<file path="config.mk">
export PLATFORM = sky130hd
export DESIGN_NAME = microcode_sequencer
export DESIGN_NICKNAME = d
export VERILOG_FILES = /design/src/rtl/microcode_sequencer.sv
export SDC_FILE = /design/constraint.sdc
export NUM_CORES = 1
export LEC_CHECK = 0
export BUFFER_PORTS_ARGS = -buffer_cell sky130_fd_sc_hd__buf_2
export CAP_MARGIN = 0
export CORE_AREA = 4 4 56 83
export CTS_BUF_LIST = sky130_fd_sc_hd__clkbuf_8
export DETAILED_ROUTE_END_ITERATION = 10
export DIE_AREA = 0 0 60 87
export GPL_ROUTABILITY_DRIVEN = 0
export GPL_TIMING_DRIVEN = 0
export PLACE_DENSITY = 0.79
export SLEW_MARGIN = 10
export SYNTH_ARGS = -nofsm -noshare
export SYNTH_HDL_FRONTEND = slang
export SYNTH_SLANG_ARGS = --single-unit
</file>
<file path="constraint.sdc">
create_clock -name i_clk -period 2.1 [get_ports i_clk]
set_input_delay 0.21 -clock i_clk [delete_from_list [all_inputs] [get_ports i_clk]]
set_output_delay 0.21 -clock i_clk [all_outputs]
set_load 0.01 [all_outputs]
</file>
<file path="src/rtl/microcode_sequencer.sv">
// Microcode step sequencer: latches opcode/flags, forms the ROM address {flags, opcode, step}
// and forwards the ROM word as the control word. Define MICROSEQ_STEP_TRAP_EN for the runaway-step trap.
module microcode_sequencer #(
  parameter int                      INSTR_WIDTH = 8,
  parameter int                      STEP_WIDTH  = 3,
  parameter int                      FLAG_WIDTH  = 4,
  parameter int                      CTRL_WIDTH  = 24,
  parameter int                      FINISH_BIT  = 20,
  parameter logic [CTRL_WIDTH-1:0]   IDLE_CTRL   = 24'h1FFFFF,
  parameter int                      COUNT_WIDTH = 16
) (
  input  logic                                      i_clk,
  input  logic                                      i_reset,
  input  logic [INSTR_WIDTH-1:0]                    i_instrCode,
  input  logic [FLAG_WIDTH-1:0]                     i_flags,
  input  logic                                      i_halt,
  input  logic                                      i_singleStepMode,
  input  logic                                      i_stepReq,
  input  logic [CTRL_WIDTH-1:0]                     i_decodeData,
  output logic [FLAG_WIDTH+INSTR_WIDTH+STEP_WIDTH-1:0] o_decodeAddr,
  output logic [CTRL_WIDTH-1:0]                     o_ctrl,
  output logic [INSTR_WIDTH-1:0]                    o_instr,
  output logic [STEP_WIDTH-1:0]                     o_step,
  output logic                                      o_paused,
  output logic                                      o_instrDone,
  output logic [COUNT_WIDTH-1:0]                    o_instrCount,
  output logic                                      o_trap
);

  localparam logic [STEP_WIDTH-1:0]  STEP_ONE  = {{(STEP_WIDTH-1){1'b0}}, 1'b1};
  localparam logic [COUNT_WIDTH-1:0] COUNT_ONE = {{(COUNT_WIDTH-1){1'b0}}, 1'b1};

  typedef enum logic [1:0] {
    ST_RUN   = 2'd0,
    ST_PAUSE = 2'd1,
    ST_TRAP  = 2'd2
  } state_e;

  state_e                  state_q, state_d;
  logic [STEP_WIDTH-1:0]   step_q,  step_d;
  logic [FLAG_WIDTH-1:0]   flags_q, flags_d;
  logic [INSTR_WIDTH-1:0]  instr_q, instr_d;
  logic [COUNT_WIDTH-1:0]  count_q, count_d;
  logic                    done_q,  done_d;

  logic run_active;
  logic finish;

  // Halt freezes the sequencer and masks the ROM word; finish is only seen while actually running.
  assign run_active = (state_q == ST_RUN) && !i_halt;
  assign finish     = run_active && !i_decodeData[FINISH_BIT];

`ifdef MICROSEQ_STEP_TRAP_EN
  logic runaway;
  logic trap_q, trap_d;

  assign runaway = run_active && !finish && (step_q == {STEP_WIDTH{1'b1}});
  assign trap_d  = trap_q | runaway;
`endif

  // State register
  // NOTE: sequential state uses non-blocking assignments so every flop samples pre-edge values.
  always_ff @(posedge i_clk) begin
    if (i_reset) begin
      state_q <= ST_RUN;
      step_q  <= '0;
      flags_q <= '0;
      instr_q <= '0;
      count_q <= '0;
      done_q  <= 1'b0;
`ifdef MICROSEQ_STEP_TRAP_EN
      trap_q  <= 1'b0;
`endif
    end else begin
      state_q <= state_d;
      step_q  <= step_d;
      flags_q <= flags_d;
      instr_q <= instr_d;
      count_q <= count_d;
      done_q  <= done_d;
`ifdef MICROSEQ_STEP_TRAP_EN
      trap_q  <= trap_d;
`endif
    end
  end

  // Next-state logic
  // NOTE: every always_comb output gets a default first, so no path can infer a latch.
  always_comb begin
    state_d = state_q;
    case (state_q)
      ST_RUN: begin
        if (finish) begin
          state_d = i_singleStepMode ? ST_PAUSE : ST_RUN;
        end
`ifdef MICROSEQ_STEP_TRAP_EN
        else if (runaway) begin
          state_d = ST_TRAP;
        end
`endif
      end
      ST_PAUSE: begin
        if ((i_stepReq || !i_singleStepMode) && !i_halt) begin
          state_d = ST_RUN;
        end
      end
`ifdef MICROSEQ_STEP_TRAP_EN
      ST_TRAP: state_d = ST_TRAP;
`endif
      default: state_d = ST_RUN;
    endcase
  end

  // Step, flag, opcode and retirement bookkeeping
  always_comb begin
    step_d  = step_q;
    flags_d = flags_q;
    instr_d = instr_q;
    count_d = count_q;
    done_d  = finish;
    if (!i_halt) begin
      case (state_q)
        ST_RUN: begin
          instr_d = i_instrCode;
          if (finish) begin
            step_d  = '0;
            flags_d = '0;
            count_d = count_q + COUNT_ONE;
          end else begin
            // The all-ones step wraps to 0 here, which is also the parked step after a trap.
            step_d  = step_q + STEP_ONE;
            flags_d = i_flags;
          end
        end
        ST_PAUSE: instr_d = i_instrCode;
        default: ;
      endcase
    end
  end

  // Output logic
  always_comb begin
    o_ctrl   = run_active ? i_decodeData : IDLE_CTRL;
    o_paused = (state_q == ST_PAUSE);
  end

  assign o_decodeAddr = {flags_q, instr_q, step_q};
  assign o_instr      = instr_q;
  assign o_step       = step_q;
  assign o_instrDone  = done_q;
  assign o_instrCount = count_q;

`ifdef MICROSEQ_STEP_TRAP_EN
  assign o_trap = trap_q;
`else
  assign o_trap = 1'b0;
`endif

endmodule

</file>
=== Word-level counts from Yosys, hierarchy flattened ===
Cells that the tools add are included.

* Register bits: 34
* Latch bits: 0
* Bits in writable memories: 0
* ROM bits: 0
* Input bits: 41
* Output and inout bits: 69
* Word-level logic and storage cells: 32
* Memories: 0

* Add/subtract/negate cells: 2
* $mul: 0
* Div/mod/pow operators: 0
* Magnitude comparators: 0
* Eq/ne operators: 3
* Shifts and indexed selects: 0
* Muxes and demuxes: 7
* Bitwise gates (word level): 1
* Reduce and logical (&&, ||, !) cells: 13

{| class="wikitable"
|+ Operator list
! cell !! number
|-
| two-way mux 24 bit || 1
|-
| adder 16 x 1 -> 16 bit, second input constant || 1
|-
| AND reduction 2 bit || 3
|-
| two-way mux 2 bit || 2
|-
| two-way mux 4 bit || 1
|-
| case mux 2 bit (2 select lines) || 1
|-
| adder 3 x 1 -> 3 bit, second input constant || 1
|-
| logical AND 1 bit || 3
|-
| zero test 1 bit || 3
|-
| two-way mux 3 bit || 1
|-
| AND reduction 3 bit || 1
|-
| equality test 2 x 1 -> 1 bit, second input constant || 1
|-
| zero test 2 bit || 1
|-
| inequality test 2 x 1 -> 1 bit, second input constant || 1
|-
| inequality test 2 bit, second input constant || 1
|-
| OR reduction 2 bit || 1
|-
| logical OR 1 bit || 1
|-
| two-way mux 1 bit || 1
|-
| inverter 1 bit || 1
|}

=== Depth between registers and ports, before layout ===
* Depth after elaboration: 5
* Gate-level depth with buffers: 6
* Mapped depth without buffers: 5

=== Least setup slack after synthesis ===
OpenSTA, ideal clock, no wires.

* Path type: register to register
* Start: reg state_q[0]
* End: reg count_q[15] (netlist: o_instrCount[15])
* Library setup time: 123 ps
* Data arrival time: 1,435 ps
* Data required time: 1,977 ps
* Path slack: 541 ps
* Stages on the path, launching flop included: 6
* Path buffers: 0
* Period minus slack after synthesis: 1,559 ps
* Path through: dfxtp_1 -> nor3_2 -> inv_2 -> nor3_4 -> nor3b_2 -> mux2_1

* Cells in the longest elaborated chain, start to end: 4

{| class="wikitable"
|+ RTL lines
! what !! line !! RTL
|-
| start: declaration || 39 || <nowiki>state_e state_q, state_d;</nowiki>
|-
| start signal: assignment || 75 || <nowiki>state_q <= state_d;</nowiki>
|-
| zero test 2 bit * || 50, 122 ||
|-
| logical AND 1 bit || 50 || <nowiki>assign run_active = (state_q == ST_RUN) && !i_halt;</nowiki>
|-
| logical AND 1 bit || 51 || <nowiki>assign finish = run_active && !i_decodeData[FINISH_BIT];</nowiki>
|-
| AND reduction 3 bit (no line) * || n/a ||
|-
| end signal: assignment || 79 || <nowiki>count_q <= count_d;</nowiki>
|-
| end: declaration || 43 || <nowiki>logic [COUNT_WIDTH-1:0] count_q, count_d;</nowiki>
|}

Every way passes the cells marked *; elsewhere a longest branch is shown, timed or not.
A chain may end at the register's enable or synchronous reset.

=== Worst setup path after layout ===
Ends and elaborated chain as after synthesis.

==> out/qor.csv <==
metric,value,unit
syn nets,235,
initial antenna violation count,0,
first-pass GRT wire length,6.58,mm
Detailed Route WL,4.34,mm
DRC,0,
fin crit share,79.7,%
r2r startpoint,state_q[0],
Syn-to-layout area delta,43.2,%
Simple-Gate Fraction of Synth Area,31.2,%
Hold WC Path Type,input pin to flip-flop,
CTS Hold Bufs,0,
# Post-CTS Setup Buffers,0,
clock buffer depth,2,
# fillers,387,
Slew HR,58.3,%
post-route ant nets,0,
Unique masters post-synth,35,
Worst-path clk slew,0.06,ns
Critical Path Start Type,flip-flop,
via count,1686,
Hold Crit Start,i_instrCode[0],
initial core utilization,41.5,%
Post-Synth Adder-Cell Area,1.54,%
XOR/XNOR share of the synthesized area,5.38,%
RSZ-0062 raised after global routing,no,
"FF+latch count, synth",33,
Worst Setup SP,state_q[0],
WP data required,2.27,ns
Clock Sinks,33,
clock skew,0.00512,ns
Pwr Density,638,mW/mm^2
"Slowest-stage cell, CP",dfxtp_1,
actual slew at the worst max-slew pin,0.626,ns
port bufs,106,
setup tns final,0,ns
setup violators final,0,
area of the multi-input gates,815,sq um
Clock Latency Late Sink,0.28,ns
layout cell share with drive strength beyond 1,43.8,%
row count,28,
Netlist Area Pre-Place,0.00163,sq mm
top_reg_cell synth,dfxtp_1,
most frequent cells in the layout,"buf_2 (107), dfxtp_1 (33), nor2_1 (23), or3_1 (22)",
Pleak,0.00117,uW
post-CTS sizing,0,
crit path time final,1.67,ns
die area,0.00522,sq mm
Synth Area in Compound Gates,5.46,%
CP Cell Sequence,"nor3_2, inv_2, nor3_4, nor3b_2, mux2_1",
max cap viols,0,
"Arr. time, crit path",1.85,ns
cts bufs inserted,5,
CP max stage delay,0.36,ns
TritonCTS clock tree,done,
max-slew violation total from the final report,0,
vias per std cell,4.80,
"Avg Cell Area, Syn",8.47,sq um
run status,"complete, no violations",
1st-iter DRT viols,27,
global route total overflow,0,
H-tree lvl count,2,
proportion of synthesized area in mux cells,6.31,%
final hold vios,0,
fin nets,348,
DIE WIDTH,60,microns
CTS root buf,clkbuf_8,
Critical Path End Type,flip-flop,
asr flop ratio synth,0,%
largest net degree at the start of global routing,11,
die height,87,microns
GRT Total Usage,16.8,%
VDD IR max,543,uV
cells after synthesis,192,
post-layout util,59.4,%
WL/cell,12.4,microns
number of flops mapped to enable cells by yosys,0,
register cell area after layout,661,sq um
main combinational cell family by area after synthesis,simple AND/OR/NAND/NOR gates,
yosys warns,0,
WS Path Type,flip-flop to flip-flop,
"most common cell after layout, fill and taps aside",buf_2,
"Seq/Total Area, Yosys",40.6,%
Core ar.,0.00392,sq mm
number of global-route vias before repair,1555,
I/O pins,110,
crit-path max FO,7,
hpwl dp,3.52,mm
hold_ws,0.158,ns
Pre-antenna DRT Iters,4,
ANT cells,0,
f_max,597,MHz
-- where the power goes --
part           leakage (uW)  internal, uW  switching, uW
logic              0.000842           111            113
registers          0.000268           644           14.8
clock network     0.0000626           382            222
-- cell usage after synthesis, drive strengths merged, types with 2 or more instances --
master,instances,area share [%]
a21oi,12,3.7
and2,3,1.2
and3,3,1.2
buf,15,6.5
clkbuf,9,2.1
dfxtp,33,41
ha,2,1.5
inv,3,0.69
mux2,2,1.4
mux2i,8,4.9
nand2,13,3.0
nand3,7,2.5
nand4,7,2.7
nor2,23,5.3
nor2b,4,1.5
nor3,3,1.9
o21ai,4,1.2
or3,22,8.5
xnor2,5,2.7
xor2,5,2.7
-- state kept, by name (all words and copies together), names as in the netlist --
register and count:
o_instrCount 16, flags_q 4, o_instrDone 1, state_q 1, o_instr 8, o_step 3
-- path summary, 6_finish.rpt --
| kind | to | slack (ns) | cells past startpoint |
|---|---|---|---|
| min reg2reg | flags_q[3] | 0.46 | 2 |
| min | o_instr[0] | 0.16 | 3 |
| max reg2reg | o_instrCount[15] | 0.43 | 5 |
| max | o_instrCount[15] | 0.43 | 5 |
-- kinds of logic after synthesis --
| kind of cell | after synthesis |
|---|---|
| AOI/OAI and AO/OA | 17 |
| xor gates and xnor gates | 10 |
| adders and majority gates | 2 |
| buffers and inverters | 27 |
| DFF | 33 |
| muxes | 10 |
| other | 1 |
| and+or+nand+nor | 92 |
-- layer usage --
metal  up-vias  GRT usage [%]  share of wire [%]
met4         0           7.46                1.8
met3         7           6.08                 12
met1       736           14.7                 33
met5         -              0                  0
met2        80           32.2                 53
li1        863              -                  -
-- per-stage QoR --
step           worst slack [ns]  cell area [sq um]  cells  power, uW
3_5_place_dp              0.419               2210    343        901
2_1_floorplan             0.541               1630    192        796
3_3_place_gp              0.411               2210    343        898
6_report                  0.426               2330    351       1490
5_1_grt                   0.318               2330    351       1560
4_1_cts                   0.406               2330    351       1510
-- worst max-delay path: cells and delay by family, from the launching register on --
kind / cells / cell delay [ns]
and+or+nand+nor: 3 / 0.76
buffers and inverters: 1 / 0.12
muxes: 1 / 0.33
DFF: 1 / 0.36
-- cell type report --
type / instances / area share, %
repair buffers: 106 / 22.8
inverters: 3 / 0.483
well taps: 45 / 2.42
clock buffers: 6 / 3.54
flip-flops and latches: 33 / 28.4
plain buffers: 24 / 6.02
clock inverters: 2 / 1.45
multi-input cells: 132 / 35.0
(Power assumes the default switching activity.)
